<file path="src/rtl/rx_symbol_packer_pkg.sv">
// rtl/rx_symbol_packer_pkg.sv - shared constants, state type and width helper for the symbol packer
package rx_symbol_packer_pkg;

  localparam logic [5:0] WIDTH_8  = 6'd8;
  localparam logic [5:0] WIDTH_16 = 6'd16;
  localparam logic [5:0] WIDTH_32 = 6'd32;

  localparam logic [7:0] COM_SYM_DEFAULT = 8'hBC;
  localparam logic [7:0] SKP_SYM_DEFAULT = 8'h1C;

  localparam int ERR_THRESH = 3;

  typedef enum logic {
    UNALIGNED = 1'b0,
    ALIGNED   = 1'b1
  } pack_state_t;

  function automatic logic width_legal(input logic [5:0] w, input int max_bytes);
    return (w == WIDTH_8) || (w == WIDTH_16) || ((w == WIDTH_32) && (max_bytes == 4));
  endfunction

endpackage

</file>
<file path="src/rtl/rx_symbol_packer.sv">
// rtl/rx_symbol_packer.sv - aligns on COM, optionally drops SKP, packs 1/2/4 decoded symbols per output word
module rx_symbol_packer
  import rx_symbol_packer_pkg::*;
#(
  parameter int         MAX_BYTES = 4,
  parameter logic [7:0] COM_SYM   = COM_SYM_DEFAULT,
  parameter logic [7:0] SKP_SYM   = SKP_SYM_DEFAULT,
  parameter bit         DROP_SKP  = 1'b1
) (
  input  logic                   PCLK,
  input  logic                   Rst_n,
  input  logic                   sym_valid,
  input  logic [7:0]             sym_in,
  input  logic                   sym_k,
  input  logic [5:0]             width,
  output logic [8*MAX_BYTES-1:0] data_out,
  output logic [MAX_BYTES-1:0]   datak_out,
  output logic                   data_valid,
  output logic                   aligned,
  output logic                   align_err,
  output logic                   cfg_err
);

  localparam int IW = (MAX_BYTES > 2) ? 2 : 1;
  localparam int DW = 8 * MAX_BYTES;

  pack_state_t          state;
  logic [IW-1:0]        idx;
  logic [1:0]           err_cnt;
  logic [5:0]           width_q;
  logic [DW-1:0]        buf_data;
  logic [MAX_BYTES-1:0] buf_k;

  logic [5:0]           width_eff;
  logic                 legal;
  logic [2:0]           n_bytes;
  logic                 is_com;
  logic                 is_skp;
  logic                 misalign;
  logic                 thresh_hit;
  logic [IW-1:0]        wr_idx;
  logic                 wr_last;
  logic                 write_en;
  logic [DW-1:0]        nxt_data;
  logic [MAX_BYTES-1:0] nxt_k;

  // A new word takes its size from the live width input; mid-word the latched copy rules.
  always_comb begin
    width_eff  = (idx == '0) ? width : width_q;
    legal      = width_legal(width_eff, MAX_BYTES);
    n_bytes    = width_eff[5:3];
    is_com     = sym_k && (sym_in == COM_SYM);
    is_skp     = DROP_SKP && sym_k && (sym_in == SKP_SYM);
    misalign   = is_com && (idx != '0);
    thresh_hit = misalign && (err_cnt == 2'(ERR_THRESH - 1));
    wr_idx     = misalign ? '0 : idx;
    wr_last    = ((3'(wr_idx) + 3'd1) == n_bytes);
    write_en   = legal && sym_valid &&
                 ((state == ALIGNED) ? (!is_skp && !thresh_hit) : is_com);
    nxt_data   = (wr_idx == '0) ? '0 : buf_data;
    nxt_k      = (wr_idx == '0) ? '0 : buf_k;
    nxt_data[{wr_idx, 3'b000} +: 8] = sym_in;
    nxt_k[wr_idx]                   = sym_k;
  end

  always_ff @(posedge PCLK or negedge Rst_n) begin
    if (!Rst_n) begin
      state      <= UNALIGNED;
      idx        <= '0;
      err_cnt    <= '0;
      width_q    <= WIDTH_8;
      buf_data   <= '0;
      buf_k      <= '0;
      data_out   <= '0;
      datak_out  <= '0;
      data_valid <= 1'b0;
      align_err  <= 1'b0;
    end else begin
      data_valid <= 1'b0;
      align_err  <= 1'b0;
      if (idx == '0) width_q <= width;
      if (!legal) begin
        state   <= UNALIGNED;
        idx     <= '0;
        err_cnt <= '0;
      end else if (sym_valid) begin
        if ((state == UNALIGNED) && is_com) begin
          state   <= ALIGNED;
          err_cnt <= '0;
        end
        if ((state == ALIGNED) && misalign) begin
          align_err <= 1'b1;
          if (thresh_hit) begin
            state   <= UNALIGNED;
            idx     <= '0;
            err_cnt <= '0;
          end else begin
            err_cnt <= err_cnt + 2'd1;
          end
        end
        if (write_en) begin
          if (wr_last) begin
            data_out   <= nxt_data;
            datak_out  <= nxt_k;
            data_valid <= 1'b1;
            idx        <= '0;
            err_cnt    <= '0;
          end else begin
            buf_data <= nxt_data;
            buf_k    <= nxt_k;
            idx      <= wr_idx + IW'(1);
          end
        end
      end
    end
  end

  assign aligned = (state == ALIGNED);
  assign cfg_err = !width_legal(width_q, MAX_BYTES);

endmodule
</file>
<file path="config.mk">
export PLATFORM = sky130hd
export DESIGN_NAME = rx_symbol_packer
export DESIGN_NICKNAME = d
export VERILOG_FILES = /design/src/rtl/rx_symbol_packer_pkg.sv /design/src/rtl/rx_symbol_packer.sv
export SDC_FILE = /design/constraint.sdc
export NUM_CORES = 1
export LEC_CHECK = 0
export ABC_AREA = 0
export BUFFER_PORTS_ARGS = -buffer_cell sky130_fd_sc_hd__buf_2
export CORE_UTILIZATION = 30
export CTS_CLUSTER_DIAMETER = 150
export DETAILED_ROUTE_END_ITERATION = 7
export PLACE_DENSITY_LB_ADDON = 0.25
export SLEW_MARGIN = 25
export SYNTH_ARGS = -nofsm -noshare
export SYNTH_HDL_FRONTEND = slang
export SYNTH_SLANG_ARGS = --single-unit
</file>
<file path="constraint.sdc">
create_clock -name PCLK -period 3.17 [get_ports PCLK]
set_clock_uncertainty 0.05 [all_clocks]
set_input_delay 0.317 -clock PCLK [delete_from_list [all_inputs] [get_ports PCLK]]
set_output_delay 0.317 -clock PCLK [all_outputs]
set_load 0.05 [all_outputs]
</file>
==> metrics.yaml <==
outcome: "finished with violations"
violations: "negative hold slack"
cp_common_cell: "mux2_2"
synthTopCellsByArea: "dfrtp_1, a21oi_1, a22o_1, a22oi_1, ha_1"
firstDrtPassIters: 7
antenna_found_initial: 0
ant_nets: 0
busiest_layer: "met2"
worst_slew_pin_slew_ns: 0.785
design.core.area_um2: 13200
die_height_um: 118
grtUsageTotal_pct: 15.1
reg2reg_to: "buf_k[0]$_DFFE_PN0P_"
worstPathRequired_ns: 3.35
finalSetupTns_ns: 0
pre_cts_slack_ns: 0.101
synth_ff_type: "dfrtp_1"
cpLargestDelayFamily: "multiplexers"
io_pins: 58
die_w_um: 118
p_switching_w: 0.000634
syn_inst: 367
synth_edf_count: 0
setup_viol: 0
arrival_ns: 2.92
met2_usage_pct: 22.9
place.gp.congestion: 0.774
layout-drive-gt1-share_pct: 26.7
cts_inserted_buffers: 9
final_cells: 607
cpMaxStageDelayCell: "dfrtp_1"
yosys_warnings: 0
grt_use_met1_pct: 20.9
nNetsFinal: 453
syn_to_final_growth_pct: 20.0
final_hold_viol_count: 32
timing.rr.start: "idx[1]$_DFFE_PN0P_"
cts_tree: "done"
seqPwrFrac_pct: 46.7
synth.avg_cell_area_um2: 11.1
netlist_area_um2: 4060
switching_share_pct: 25.9
min_path_type: "primary input to async pin"
synthTopCellsByCount: "dfrtp_1, a21oi_1, a22o_1"
crit_buf_inv: 2
place_hpwl_um: 6860
reg2reg_depth: 8
synth_top_area_share_pct: 51.7
ys_seq_area_share_pct: 52.4
path_clk_slew_ns: 0.06
ir_worst_vdd_v: 0.000239
dr_total_vias: 3123
cts-htree-levels: 3
grt_pass1_vias: 3079
drv_slew: 0
wl_per_cell_um: 16.7
synthDistinctLibCells: 50
setup_slack_ns: 0.429
relSlewSlack_pct: 47.7
grt_pass1_wl_um: 16500
dp_cells: 592
post-cts-setup-buffers: 0
vias_per_cell: 5.14
path_cells: "nor2_4, mux2_2, xor2_1, a2111oi_4, buf_12, buf_4, nand3b_1, mux2_2"
start_kind: "flop"
drt_iter0_drc: 198
synth_top_area_cell: "dfrtp_1"
cellInternalPower_w: 0.00181
combPwrFrac_pct: 10.2
drc_errors: 0
row_count: 42
die_area_um2: 14000
initial_core_util_pct: 30.7
worstPathMaxFanout: 27
clockBufferDepth: 2
antenna_cells: 0
ys_async_sr_fraction_pct: 100
grt_max_degree: 86
critPathCaptureType: "flop"
min_period_over_period_pct: 86.5
drv_cap: 0
grt_use_met3_pct: 3.76
whs_ns: -0.0209
routed_wirelength_um: 10100
power.density_nw_per_um2: 502
cp.depth: 8
worstSetupPathType: "flop to flop"
cts_root_buffer: "clkbuf_16"
grt_overflow: 0
clock_sinks: 85
timing.fmax_mhz: 365
fin_crit_ns: 2.74
r2r_slack_ns: 0.43
ctsHoldBuffers: 0
numPortBuffers: 57
cts_resized: 0
leakage_nw: 2.31
rsz0062_at_grt: "false"
total_power_w: 0.00245
synth.most_common_cell: "dfrtp_1"
syn-num-nets: 393
final_util_pct: 36.8
synth_seq_cells: 85
clock_power_share_pct: 43.1
clkLatencyLatePin_ns: 0.34
slowest_delay_ns: 0.46
==> per-stage QoR <==
stage	instance area, µm²	hold WS [ns]
3_5_place_dp	4590	0.385
2_1_floorplan	4060	-0.0286
6_report	4880	-0.0209
5_1_grt	4880	0.0396
3_3_place_gp	4580	0.438
4_1_cts	4880	0.00789
==> state kept, by name, summed over array words and instances, names as in the netlist <==
name	cells
width_q	6
aligned	1
datak_out	4
align_err	1
buf_k	4
data_out	32
idx	2
data_valid	1
buf_data	32
err_cnt	2
==> worst max path at each step <==
stage,from,end,slack [ns]
floorplan,sym_in[6],data_out[25]$_DFFE_PN0P_,0.03
global placement,sym_in[1],buf_k[0]$_DFFE_PN0P_,0.16
detailed placement,sym_in[1],buf_k[0]$_DFFE_PN0P_,0.10
CTS,idx[1]$_DFFE_PN0P_,buf_k[0]$_DFFE_PN0P_,0.41
global route,idx[1]$_DFFE_PN0P_,data_out[21]$_DFFE_PN0P_,0.28
finish,idx[1]$_DFFE_PN0P_,buf_k[0]$_DFFE_PN0P_,0.43
==> cell type report <==
cell class                 count  area (µm²)
multi-input combinational    239        1700
inverter                       8        30.0
clock inverter                 4        48.8
fill                        1352        8370
tap                          176         220
sequential                    85        2130
clock buffer                  11         243
timing repair buffer          84         507
==> cell usage in the layout (no fill, tap or decap), drive strengths merged, types with 2 or more instances in the layout <==
master / count
nand2b: 2
inv: 8
and2: 5
or3b: 4
and4b: 2
o21ai: 10
nor2b: 3
nor2: 10
a21oi: 77
buf: 84
nor3b: 4
nor4: 2
clkbuf: 11
dfrtp: 84
ha: 8
nor3: 4
o2bb2ai: 3
xor2: 4
nand2: 6
mux2i: 2
and3b: 4
a22oi: 31
mux2: 7
clkinv: 3
a22o: 36
==> power groups by stage <==
stage | logic, W | clock network (W) | registers [W]
after floorplan | 0.0000710 | 0 | 0.00125
after global placement | 0.000251 | 0 | 0.00116
after detailed placement | 0.000254 | 0 | 0.00116
after CTS | 0.000254 | 0.00108 | 0.00114
after global routing | 0.000269 | 0.00112 | 0.00115
final | 0.000251 | 0.00105 | 0.00114
==> kinds of logic after synthesis <==
family                     count (synthesis)  synth area share (%)
adders and majority gates                  8                  2.46
AOI/OAI and AO/OA                        165                  27.2
and+or+nand+nor                           52                  8.47
xor gates and xnor gates                   5                  1.26
DFF                                       85                  52.4
muxes                                      9                  2.43
buffers and inverters                     43                  5.76
==> per-layer routing <==
layer	wire length, µm	vias to the layer above
li1	-	1482
met1	4830	1541
met2	4670	90
met3	523	10
met4	84	0
met5	0	-
No activity file was read; power rests on OpenSTA's default activity.
